==> src/rtl/cash_dispenser_if.sv <==
// Request, note-ejection and status bundle between the ATM controller and the
// cash dispenser. The slave side is the dispenser.
interface cash_dispenser_if;
    logic        req_valid;
    logic [10:0] req_amount;
    logic        req_ready;
    logic        refill;
    logic        note_valid;
    logic [1:0]  note_type;
    logic        note_ack;
    logic        done;
    logic        error;
    logic [1:0]  err_code;
    logic [7:0]  cnt_hi;
    logic [7:0]  cnt_mid;
    logic [7:0]  cnt_lo;

    modport slave (
        input  req_valid, req_amount, refill, note_ack,
        output req_ready, note_valid, note_type, done, error, err_code,
               cnt_hi, cnt_mid, cnt_lo
    );

    modport master (
        output req_valid, req_amount, refill, note_ack,
        input  req_ready, note_valid, note_type, done, error, err_code,
               cnt_hi, cnt_mid, cnt_lo
    );
endinterface

==> src/rtl/cash_dispenser.sv <==
// Splits an approved withdrawal into HI/MID/LO notes with a greedy plan bounded
// by cassette stock, then ejects them one at a time over a valid/ack handshake.
module cash_dispenser #(
    parameter int DENOM_HI   = 200,
    parameter int DENOM_MID  = 100,
    parameter int DENOM_LO   = 50,
    parameter int INIT_NOTES = 20
) (
    input  logic              clk,
    input  logic              rst_n,
    cash_dispenser_if.slave   bus
);

    localparam logic [10:0] D_HI  = 11'(DENOM_HI);
    localparam logic [10:0] D_MID = 11'(DENOM_MID);
    localparam logic [10:0] D_LO  = 11'(DENOM_LO);
    localparam logic [7:0]  INIT  = 8'(INIT_NOTES);

    localparam logic [1:0] T_HI  = 2'b00;
    localparam logic [1:0] T_MID = 2'b01;
    localparam logic [1:0] T_LO  = 2'b10;

    localparam logic [1:0] E_BAD_AMOUNT = 2'b01;
    localparam logic [1:0] E_NO_NOTES   = 2'b10;

    typedef enum logic [2:0] {
        IDLE,
        PLAN,
        DISPENSE,
        DONE,
        ERR
    } state_t;

    state_t      state, state_n;
    logic [10:0] rem, rem_n;
    logic [5:0]  plan_hi, plan_hi_n;
    logic [5:0]  plan_mid, plan_mid_n;
    logic [5:0]  plan_lo, plan_lo_n;
    logic [7:0]  cnt_hi, cnt_hi_n;
    logic [7:0]  cnt_mid, cnt_mid_n;
    logic [7:0]  cnt_lo, cnt_lo_n;
    logic [1:0]  err_code_q, err_code_n;
    logic [1:0]  cur_type;
    logic [7:0]  plan_total;

    // Notes leave in HI, MID, LO order, so the current note is the highest
    // denomination with notes still planned.
    always_comb begin
        if (plan_hi != 6'd0)       cur_type = T_HI;
        else if (plan_mid != 6'd0) cur_type = T_MID;
        else                       cur_type = T_LO;
    end

    assign plan_total = {2'b00, plan_hi} + {2'b00, plan_mid} + {2'b00, plan_lo};

    always_ff @(posedge clk or negedge rst_n) begin
        if (!rst_n) state <= IDLE;
        else        state <= state_n;
    end

    always_ff @(posedge clk or negedge rst_n) begin
        if (!rst_n) begin
            rem        <= '0;
            plan_hi    <= '0;
            plan_mid   <= '0;
            plan_lo    <= '0;
            cnt_hi     <= INIT;
            cnt_mid    <= INIT;
            cnt_lo     <= INIT;
            err_code_q <= '0;
        end else begin
            rem        <= rem_n;
            plan_hi    <= plan_hi_n;
            plan_mid   <= plan_mid_n;
            plan_lo    <= plan_lo_n;
            cnt_hi     <= cnt_hi_n;
            cnt_mid    <= cnt_mid_n;
            cnt_lo     <= cnt_lo_n;
            err_code_q <= err_code_n;
        end
    end

    always_comb begin
        state_n    = state;
        rem_n      = rem;
        plan_hi_n  = plan_hi;
        plan_mid_n = plan_mid;
        plan_lo_n  = plan_lo;
        cnt_hi_n   = cnt_hi;
        cnt_mid_n  = cnt_mid;
        cnt_lo_n   = cnt_lo;
        err_code_n = err_code_q;

        unique case (state)
            IDLE: begin
                // Refill wins over a simultaneous request; req_ready is low.
                if (bus.refill) begin
                    cnt_hi_n  = INIT;
                    cnt_mid_n = INIT;
                    cnt_lo_n  = INIT;
                end else if (bus.req_valid) begin
                    if (bus.req_amount == 11'd0) begin
                        err_code_n = E_BAD_AMOUNT;
                        state_n    = ERR;
                    end else begin
                        rem_n      = bus.req_amount;
                        plan_hi_n  = '0;
                        plan_mid_n = '0;
                        plan_lo_n  = '0;
                        state_n    = PLAN;
                    end
                end
            end

            // One greedy decision per cycle; cassettes are untouched until
            // notes are actually taken, so a rejection needs no rollback.
            PLAN: begin
                if (rem >= D_HI && {2'b00, plan_hi} < cnt_hi) begin
                    rem_n     = rem - D_HI;
                    plan_hi_n = plan_hi + 6'd1;
                end else if (rem >= D_MID && {2'b00, plan_mid} < cnt_mid) begin
                    rem_n      = rem - D_MID;
                    plan_mid_n = plan_mid + 6'd1;
                end else if (rem >= D_LO && {2'b00, plan_lo} < cnt_lo) begin
                    rem_n     = rem - D_LO;
                    plan_lo_n = plan_lo + 6'd1;
                end else if (rem == 11'd0) begin
                    state_n = DISPENSE;
                end else if (rem < D_LO) begin
                    err_code_n = E_BAD_AMOUNT;
                    state_n    = ERR;
                end else begin
                    err_code_n = E_NO_NOTES;
                    state_n    = ERR;
                end
            end

            DISPENSE: begin
                if (bus.note_ack) begin
                    unique case (cur_type)
                        T_HI: begin
                            plan_hi_n = plan_hi - 6'd1;
                            cnt_hi_n  = cnt_hi - 8'd1;
                        end
                        T_MID: begin
                            plan_mid_n = plan_mid - 6'd1;
                            cnt_mid_n  = cnt_mid - 8'd1;
                        end
                        default: begin
                            plan_lo_n = plan_lo - 6'd1;
                            cnt_lo_n  = cnt_lo - 8'd1;
                        end
                    endcase
                    if (plan_total == 8'd1) state_n = DONE;
                end
            end

            DONE:    state_n = IDLE;
            ERR:     state_n = IDLE;
            default: state_n = IDLE;
        endcase
    end

    assign bus.req_ready  = (state == IDLE) && !bus.refill;
    assign bus.note_valid = (state == DISPENSE);
    assign bus.note_type  = cur_type;
    assign bus.done       = (state == DONE);
    assign bus.error      = (state == ERR);
    assign bus.err_code   = err_code_q;
    assign bus.cnt_hi     = cnt_hi;
    assign bus.cnt_mid    = cnt_mid;
    assign bus.cnt_lo     = cnt_lo;

endmodule

==> src/flat_wrapper.sv <==
// flat-port wrapper written by rule: the top's interface ports become plain ports
module cash_dispenser_flat 
#(
    parameter int DENOM_HI   = 200,
    parameter int DENOM_MID  = 100,
    parameter int DENOM_LO   = 50,
    parameter int INIT_NOTES = 20
)
  (clk, rst_n, bus_req_valid, bus_req_amount, bus_refill, bus_note_ack, bus_req_ready, bus_note_valid, bus_note_type, bus_done, bus_error, bus_err_code, bus_cnt_hi, bus_cnt_mid, bus_cnt_lo);
  cash_dispenser_if bus_i ();
  input  logic clk;
  input  logic rst_n;
  input wire logic [$bits(bus_i.req_valid)-1:0] bus_req_valid;
  input wire logic [$bits(bus_i.req_amount)-1:0] bus_req_amount;
  input wire logic [$bits(bus_i.refill)-1:0] bus_refill;
  input wire logic [$bits(bus_i.note_ack)-1:0] bus_note_ack;
  output wire logic [$bits(bus_i.req_ready)-1:0] bus_req_ready;
  output wire logic [$bits(bus_i.note_valid)-1:0] bus_note_valid;
  output wire logic [$bits(bus_i.note_type)-1:0] bus_note_type;
  output wire logic [$bits(bus_i.done)-1:0] bus_done;
  output wire logic [$bits(bus_i.error)-1:0] bus_error;
  output wire logic [$bits(bus_i.err_code)-1:0] bus_err_code;
  output wire logic [$bits(bus_i.cnt_hi)-1:0] bus_cnt_hi;
  output wire logic [$bits(bus_i.cnt_mid)-1:0] bus_cnt_mid;
  output wire logic [$bits(bus_i.cnt_lo)-1:0] bus_cnt_lo;
  assign bus_i.req_valid = bus_req_valid;
  assign bus_i.req_amount = bus_req_amount;
  assign bus_i.refill = bus_refill;
  assign bus_i.note_ack = bus_note_ack;
  assign bus_req_ready = bus_i.req_ready;
  assign bus_note_valid = bus_i.note_valid;
  assign bus_note_type = bus_i.note_type;
  assign bus_done = bus_i.done;
  assign bus_error = bus_i.error;
  assign bus_err_code = bus_i.err_code;
  assign bus_cnt_hi = bus_i.cnt_hi;
  assign bus_cnt_mid = bus_i.cnt_mid;
  assign bus_cnt_lo = bus_i.cnt_lo;
  cash_dispenser #(.DENOM_HI(DENOM_HI), .DENOM_MID(DENOM_MID), .DENOM_LO(DENOM_LO), .INIT_NOTES(INIT_NOTES)) u_core (.clk(clk), .rst_n(rst_n), .bus(bus_i));
endmodule
==> config.mk <==
export PLATFORM = sky130hd
export DESIGN_NAME = cash_dispenser_flat
export DESIGN_NICKNAME = d
export VERILOG_FILES = /design/src/rtl/cash_dispenser_if.sv /design/src/rtl/cash_dispenser.sv /design/src/flat_wrapper.sv
export SDC_FILE = /design/constraint.sdc
export NUM_CORES = 1
export LEC_CHECK = 0
export BUFFER_PORTS_ARGS = -buffer_cell sky130_fd_sc_hd__buf_2
export CAP_MARGIN = 20
export CELL_PAD_IN_SITES_DETAIL_PLACEMENT = 0
export CELL_PAD_IN_SITES_GLOBAL_PLACEMENT = 1
export CORE_MARGIN = 2
export CORE_UTILIZATION = 30
export DETAILED_ROUTE_END_ITERATION = 8
export PLACE_DENSITY_LB_ADDON = 0.1
export SETUP_SLACK_MARGIN = 0.15
export SLEW_MARGIN = 5
export SYNTH_ARGS = -nofsm -noshare
export SYNTH_HDL_FRONTEND = slang
export SYNTH_SLANG_ARGS = --single-unit
==> constraint.sdc <==
create_clock -name clk -period 4.4 [get_ports clk]
set_clock_uncertainty 0.05 [all_clocks]
set_input_delay 0.22 -clock clk [delete_from_list [all_inputs] [get_ports clk]]
set_output_delay 0.22 -clock clk [all_outputs]
set_load 0.1 [all_outputs]
After elaboration in Yosys (flattened, before gate mapping)

Cells that the tools add are included.

Add/subtract/negate cells: 14
$lt $le $gt $ge: 7
Equal/unequal tests: 24
Multiplexer cells: 56
Reductions and logical operators: 24

Operator list:

| cell                    | number |
|---|---|
| $mux W6                 | 15 |
| $mux W11                | 6 |
| $mux W8                 | 7 |
| $pmux W6 S3             | 3 |
| $pmux W8 S2             | 3 |
| $mux W3                 | 9 |
| $lt A6 B8 Y1            | 3 |
| $sub A8 B1 Y8 const B   | 3 |
| $logic_not A11 Y1       | 2 |
| $pmux W11 S2            | 1 |
| $mux W2                 | 10 |
| $ne A2 B2 Y1 const B    | 10 |
| $add A6 B1 Y6 const B   | 3 |
| $sub A6 B1 Y6 const B   | 3 |
| $reduce_and A8 Y1       | 2 |
| $ne A2 B1 Y1 const B    | 7 |
| $reduce_and A7 Y1       | 2 |
| $reduce_and A4 Y1       | 3 |
| $reduce_bool A6 Y1      | 2 |
| $ge A11 B6 Y1 const B   | 1 |
| $ge A11 B7 Y1 const B   | 1 |
| $ge A11 B8 Y1 const B   | 1 |
| $lt A11 B6 Y1 const B   | 1 |
| $sub A11 B6 Y11 const B | 1 |
| other kinds (21)        | 26 |

Flip-flop bits (word level): 58
Input bits: 16
Output and inout port bits: 32
Logic and storage cells: 134

Longest topological paths before layout

Gate-level depths: netlist of run 1.

Word-level depth: 8
Depth in mapped cells: 14

Worst setup path after synthesis of run 1

No wires, ideal clock.

Path type: reg2reg
From: register u_core.plan_hi[1]
To: register u_core.cnt_mid[7], in the netlist u_core.bus.cnt_mid[7]
Setup time: 0.074 ns
Arrival time: 3.463 ns
Required time: 4.276 ns
Setup slack: 0.813 ns
Cell stages (with the launch flop): 8
Path through: dfrtp_1 > or4_1 > a211oi_2 > o21ai_1 > nor4_1 > nand3_1 > xor2_1 > nor2_1

Word-level cells in the longest chain between the ends: 5

Ends and longest elaborated chain:

| item                               | line                  | RTL |
|---|---|---|
| start, declared                    | cash_dispenser.sv:36  | `logic [5:0] plan_hi, plan_hi_n;` |
| start signal, assigned             | cash_dispenser.sv:73  | `plan_hi <= plan_hi_n;` |
| $reduce_bool A6 Y1                 | cash_dispenser.sv:49  | `if (plan_hi != 6'd0) cur_type = T_HI;` |
| $mux W2                            | cash_dispenser.sv:49  |  |
| net bus_note_type[0]               | flat_wrapper.sv:19    | `output wire logic [$bits(bus_i.note_type)-1:0] bus_note_type;` |
| $eq A2 B1 Y1                       | cash_dispenser.sv:140 | `unique case (cur_type)` |
| $ne A2 B1 Y1 (no source line)      | -                     |  |
| $reduce_and A4 Y1 (no source line) | -                     |  |
| end signal, assigned               | cash_dispenser.sv:77  | `cnt_mid <= cnt_mid_n;` |
| end, declared                      | cash_dispenser.sv:40  | `logic [7:0] cnt_mid, cnt_mid_n;` |

The timed path passes the listed nets, and every way through them passes these cells.
A chain may end at the register's enable or synchronous reset.

Worst setup path in the final report of run 1

From: register u_core.plan_mid[1]
To: register u_core.err_code_q[1], in the netlist u_core.bus.err_code[1]

Word-level cells in the longest chain between the ends: 4

Ends and longest elaborated chain:

| item                               | line                  | RTL |
|---|---|---|
| start, declared                    | cash_dispenser.sv:37  | `logic [5:0] plan_mid, plan_mid_n;` |
| start signal, assigned             | cash_dispenser.sv:74  | `plan_mid <= plan_mid_n;` |
| $lt A6 B8 Y1                       | cash_dispenser.sv:121 | `end else if (rem >= D_MID && {2'b00, plan_mid} < cnt_mid) begin` |
| $logic_and A1 B1 Y1                | cash_dispenser.sv:121 |  |
| $ne A2 B2 Y1 (no source line)      | -                     |  |
| $reduce_and A8 Y1 (no source line) | -                     |  |
| end signal, assigned               | cash_dispenser.sv:79  | `err_code_q <= err_code_n;` |
| end, declared                      | cash_dispenser.sv:42  | `logic [1:0] err_code_q, err_code_n;` |

No other way between the ends.

==> impl_metrics.json, run 1 <==
{
  "path_class": "reg -> reg",
  "outcome": "completed",
  "gp_congestion": 0.859,
  "multiInputGateArea_sq_mm": 0.00320,
  "fp.coreArea_sq_mm": 0.0159,
  "cpLargestDelayFamily": "compound AO/OA/AOI/OAI gates",
  "fin_crit_sh": 0.867,
  "synth-async-reset-ratio": 1.00,
  "worst_pin_slew_ps": 881,
  "cpMaxStageDelayCell": "dfrtp_1",
  "syn_nets": 617,
  "dpl.hpwl_microns": 11100,
  "ys_types": 85,
  "cts_inserted_buffers": 9,
  "detail-route-antenna-nets": 0,
  "wl_microns": 14900,
  "row_count": 46,
  "crit_path_end_kind": "register",
  "avgSynthCellArea_sq_um": 9.00,
  "drt_iter0_drc": 237,
  "seqCellArea_sq_mm": 0.00146,
  "finalMaxSlewViolations": 0,
  "dp_slack_ps": 735,
  "postCtsHoldBufs": 1,
  "cp-start-kind": "register",
  "path_buf_inv": 0,
  "hold_violations": 0,
  "drtPass1Iterations": 4,
  "synth.area.top_cells": "dfrtp_1 27%, ha_1 13%, nand2_1 3.8%",
  "grt_pass1_wl_microns": 24400,
  "relSlewSlack": 0.412,
  "grt.overflow.total": 0,
  "clk-insertion-delay-late_ps": 340,
  "post_cts_buffers": 0,
  "slowest_delay_ps": 460,
  "initial_core_util": 0.307,
  "htreeDepth": 3,
  "avgViaCountPerCell": 5.21,
  "antenna_found_initial": 0,
  "drv_cap": 0,
  "track_usage": 0.179,
  "grt_max_degree": 37,
  "worst-path-max-fanout": 6,
  "synth_top_area_cell": "dfrtp_1",
  "syn2layout_area_growth_pct": 15.6,
  "netlist_area_sq_mm": 0.00489,
  "fin_crit_ps": 3810,
  "yosysTopAreaCellShare": 0.266,
  "dieHeight_microns": 132,
  "setup_ws_ps": 586,
  "clockBufferDepth": 2,
  "yosysSeqAreaShare": 0.298,
  "timing.fmax_mhz": 262,
  "drc": 0,
  "synth_seq_cells": 58,
  "n_fill_cell": 1661,
  "cts_resized": 0,
  "dieArea_sq_mm": 0.0174,
  "vias": 4224,
  "synth_cells": 544,
  "wl_per_cell_microns": 18.4,
  "arrival_ps": 3980,
  "r2r_slack_ps": 590,
  "nets": 663,
  "worstPathRequired_ps": 4570,
  "clockRootBuffer": "clkbuf_16",
  "hold_class": "in -> reg",
  "grt_setup_unrepaired": "false",
  "setup_viol": 0,
  "ys_top_cells_by_count": "52 x dfrtp_1, 52 x ha_1, 50 x nand2_1, 46 x nor2_1, 37 x inv_1",
  "portBuffers": 47,
  "fin_util": 0.355,
  "boundaryPins": 48,
  "ys_warn_count": 0,
  "crit_chain": "ha_1 > a21o_1 > a21oi_1 > o21bai_1 > a21oi_1 > xnor2_1 > ha_1 > nor4_1 > nand4_1 > a311oi_1 > o22ai_1 > nor3_2 > mux2_1",
  "diodes": 0,
  "ys.flop_type": "dfrtp_1",
  "grt_pass1_vias": 4265,
  "drive_gt1_frac": 0.175,
  "cts_sinks": 58,
  "fin_setup_tns_ps": 0,
  "synth_edf_count": 0,
  "cts_tree": "yes",
  "clk_pin_slew_worst_paths_ps": 60,
  "dieWidth_microns": 132
}
==> metal layers <==
metal	global-route usage	wire [microns]
met5	0	0
met4	0.0556	253
met1	0.235	6980
met3	0.0392	636
met2	0.296	7060
==> kinds of logic (layout without fill, tap and decap cells) <==
| group | Yosys count | after routing | share of synthesized area |
|---|---|---|---|
| and+or+nand+nor | 185 | 185 | 0.194 |
| AOI/OAI and AO/OA | 133 | 133 | 0.196 |
| DFF | 58 | 58 | 0.298 |
| adders and majority gates | 57 | 57 | 0.153 |
| buffers and inverters | 57 | 108 | 0.0486 |
| xor gates and xnor gates | 32 | 32 | 0.0573 |
| muxes | 22 | 22 | 0.0521 |
==> cells in the final DEF (no fill, tap or decap), drive strengths merged, types with 16 or more instances in the layout <==
cell / n
dfrtp: 52
xnor2: 21
nor3: 20
inv: 38
o21ai: 27
buf: 53
nand2: 53
nor2: 47
mux2: 16
ha: 52
nand3: 17
a21oi: 29
==> worst paths after layout <==
kind	startpoint	to	cells past startpoint
worst max-delay path	u_core.plan_mid[1]	u_core.bus.err_code[1]	13
worst min-delay path	bus_req_amount[0]	u_core.rem[0]	2
worst max register to register	u_core.plan_mid[1]	u_core.bus.err_code[1]	13
worst min register to register	u_core.bus.err_code[1]	u_core.bus.err_code[1]	1
max in group asynchronous	rst_n	u_core.bus.cnt_lo[4]	3
min in group asynchronous	rst_n	u_core.bus.cnt_mid[7]	2
==> cell type report <==
type / count / share of cell area
multi-input combinational: 429 / 0.565
sequential: 58 / 0.258
timing repair buffer: 54 / 0.0519
tap: 216 / 0.0477
clock buffer: 11 / 0.0429
inverter: 38 / 0.0252
clock inverter: 5 / 0.00950
==> through the flow <==
stage               hold WS [ps]  instance area [sq um]  cells
global placement             332                   5340    793
detailed placement           344                   5340    793
CTS                         60.2                   5650    810
finish                      86.0                   5660    811
global route                75.2                   5660    811
floorplan                   -126                   4890    544
==> registers in the layout, summed over array words and instances, names as in the netlist <==
name / cells
u_core.bus.cnt_mid: 8
u_core.rem: 11
u_core.bus.cnt_hi: 8
u_core.state: 3
u_core.plan_lo: 6
u_core.bus.cnt_lo: 8
u_core.bus.err_code: 2
u_core.plan_mid: 6
u_core.plan_hi: 6
==> worst reg2reg max path, stage by stage (launching register included) <==
cell and delay [ps]:
dfrtp_1 460, ha_1 330, a21o_1 180, a21oi_1 230, o21bai_1 100, a21oi_1 180, xnor2_1 140, ha_1 260
nor4_1 310, nand4_1 130, a311oi_1 420, o22ai_1 240, nor3_2 310, mux2_1 360
Power of run 1 is not shown: default switching activity piles up to over one toggle a cycle in this logic, so the estimate is an artifact.
==> inputs of run 2 (changes only) <==
--- a/config.mk
+++ b/config.mk
@@ -5,6 +5,7 @@
 export SDC_FILE = /design/constraint.sdc
 export NUM_CORES = 1
 export LEC_CHECK = 0
+export ABC_AREA = 1
 export BUFFER_PORTS_ARGS = -buffer_cell sky130_fd_sc_hd__buf_2
 export CAP_MARGIN = 20
 export CELL_PAD_IN_SITES_DETAIL_PLACEMENT = 0
==> run 2 against run 1 <==
Compared with the run above:
- the flow now finishes with violations (negative hold slack)
- flip-flop and latch count did not move
- register-to-register slack improved by 960 ps
- highest routed layer unchanged
- fmax rose by 34%
- synthesized cell count rose by 33%
- core utilization barely moved
- critical endpoint is now u_core.plan_mid[1]
- critical path depth fell by 2
- hold slack got worse by 93 ps
==> impl_metrics.json, run 2 <==
{
  "ys_types": 39,
  "cp-start-kind": "register",
  "worst_pin_slew_ps": 970,
  "cts_tree": "yes",
  "arrival_ps": 3010,
  "dieArea_sq_mm": 0.0178,
  "portBuffers": 47,
  "vias": 4705,
  "ys_top_cells_by_count": "214 x nand2_1, 89 x inv_1, 72 x nor2_1, 52 x dfrtp_1, 52 x ha_1",
  "clk_pin_slew_worst_paths_ps": 60,
  "synth-async-reset-ratio": 1.00,
  "post-synth-top-count-cell": "nand2_1",
  "cts_sinks": 58,
  "yosysTopAreaCellShare": 0.259,
  "initial_core_util": 0.305,
  "fin_setup_tns_ps": 0,
  "grt_pass1_wl_microns": 24900,
  "regMostFlops": "u_core.rem",
  "stdcell_count": 1000,
  "hold_violations": 17,
  "cpLargestDelayFamily": "simple AND/OR/NAND/NOR gates",
  "drive_gt1_frac": 0.127,
  "fin_crit_sh": 0.648,
  "path_class": "reg -> reg",
  "syn2layout_area_growth_pct": 16.1,
  "detail-route-antenna-nets": 0,
  "p_sw_w": 0.00189,
  "row_count": 47,
  "cts_inserted_buffers": 9,
  "synth.area.top_cells": "dfrtp_1 26%, nand2_1 16%, ha_1 13%",
  "post_cts_buffers": 0,
  "cts_resized": 0,
  "antenna_found_initial": 0,
  "fin_crit_ps": 2850,
  "synth_seq_cells": 58,
  "setup_viol": 0,
  "drt_iter0_drc": 226,
  "crit_chain": "nor2_2 > inv_2 > nor2_2 > inv_2 > nand2_4 > inv_2 > a21oi_4 > and3_1 > nand3_1 > nand2_1 > o21ai_1",
  "wl_microns": 15000,
  "timing.fmax_mhz": 351,
  "grt.overflow.total": 0,
  "nets": 848,
  "final_cell_mix": "214 x nand2_1, 89 x inv_1, 72 x nor2_1, 52 x ha_1, 52 x dfrtp_1",
  "final_cell_area_sq_mm": 0.00584,
  "clockBufferDepth": 2,
  "outcome": "finished, violations left",
  "htreeDepth": 3,
  "synth_edf_count": 0,
  "setup_ws_ps": 1550,
  "synth_cells": 724,
  "wl_per_cell_microns": 15.0,
  "worst-path-max-fanout": 12,
  "crit_path_end_kind": "register",
  "yosysSeqAreaShare": 0.290,
  "violations": "negative hold slack",
  "dp.cells": 984,
  "ys_warn_count": 0,
  "slowest_delay_ps": 450,
  "relSlewSlack": 0.353,
  "avgSynthCellArea_sq_um": 6.95,
  "fp.coreArea_sq_mm": 0.0165,
  "n_fill_cell": 1810,
  "clockRootBuffer": "clkbuf_16",
  "pwr-share-comb": 0.552,
  "largest_reg_flops": 11,
  "worstPathRequired_ps": 4560,
  "netlist_area_sq_mm": 0.00503,
  "drtPass1Iterations": 4,
  "cpMaxStageDelayCell": "nor2_2",
  "pwr-share-clk": 0.210,
  "crit_path_frequent_cell": "inv_2",
  "ir_drop_uv": 312,
  "power.leakage_nw": 3.17,
  "dp_slack_ps": 1500,
  "layout_commonest_cell": "nand2_1",
  "track_usage": 0.178,
  "postCtsHoldBufs": 0,
  "dieWidth_microns": 133,
  "drc": 0,
  "hold_class": "in -> async",
  "clk-insertion-delay-late_ps": 340,
  "syn_nets": 797,
  "p_int_w": 0.00191,
  "path_buf_inv": 3,
  "dpl.hpwl_microns": 11500,
  "grt_max_degree": 39,
  "finalMaxSlewViolations": 0,
  "synth_top_area_cell": "dfrtp_1",
  "avgViaCountPerCell": 4.71,
  "powerDensity_mw_per_mm2": 650,
  "grt_setup_unrepaired": "false",
  "grt_pass1_vias": 4686,
  "p_seq_frac": 0.239,
  "diodes": 0,
  "gp_congestion": 0.871,
  "boundaryPins": 48,
  "switching_share": 0.498,
  "dpl_cell_area_sq_mm": 0.00551,
  "ys.flop_type": "dfrtp_1",
  "dieHeight_microns": 133,
  "hold-worst-slack_ps": -7.44,
  "drv_cap": 0,
  "r2r_slack_ps": 1550
}
==> run 2: worst paths after layout <==
| path | depth (start not counted) | endpoint | start |
|---|---|---|---|
| setup reg to reg | 11 | u_core.plan_mid[1] | u_core.state[2] |
| hold / removal | 1 | u_core.plan_lo[0] | rst_n |
| min in group clk | 3 | u_core.rem[0] | bus_req_amount[0] |
| max in group asynchronous | 2 | u_core.bus.cnt_hi[4] | rst_n |
| setup / recovery | 11 | u_core.plan_mid[1] | u_core.state[2] |
| hold reg to reg | 2 | u_core.bus.cnt_hi[2] | u_core.bus.cnt_hi[2] |
==> run 2: area by class of cell <==
class | instances | area, sq um | area share
Multi-Input combinational cell | 559 | 3160 | 0.541
Sequential cell | 58 | 1460 | 0.250
Clock inverter | 2 | 60.1 | 0.0103
Timing Repair Buffer | 50 | 258 | 0.0441
Tap cell | 220 | 275 | 0.0471
Clock buffer | 14 | 264 | 0.0452
Inverter | 97 | 364 | 0.0624
==> run 2: layer usage <==
metal | up-vias | track usage | wire, microns
met4 | 0 | 0.0449 | 162
met1 | 2165 | 0.243 | 7300
met5 | - | 0 | 0
li1 | 2448 | - | -
met2 | 80 | 0.287 | 6860
met3 | 12 | 0.0388 | 638
==> run 2: power by group through the flow <==
stage          Clock (W)  Combinational [W]  Sequential [W]
6_report        0.000797            0.00209        0.000906
5_1_grt         0.000840            0.00241        0.000935
4_1_cts         0.000824            0.00211        0.000909
3_5_place_dp           0            0.00209        0.000919
3_3_place_gp           0            0.00211        0.000922
2_1_floorplan          0            0.00146         0.00108
==> run 2: cell families (layout without fill, tap and decap cells) <==
family                   after synthesis  after routing  share of synthesized area
buffers and inverters                107            163                     0.0819
AO/OA/AOI/OAI                         88             88                     0.0973
flip-flops                            58             58                      0.290
adder cells (fa/ha/maj)               57             57                      0.149
XOR/XNOR                              29             29                     0.0505
AND/OR/NAND/NOR                      385            385                      0.331
==> run 2: metrics by stage <==
step | total power, W | utilization
final | 0.00380 | 0.355
after CTS | 0.00385 | 0.355
after global placement | 0.00303 | 0.335
after global routing | 0.00419 | 0.355
after floorplan | 0.00253 | -
after detailed placement | 0.00301 | 0.335
Note: power is estimated with default switching activity, not from simulation.
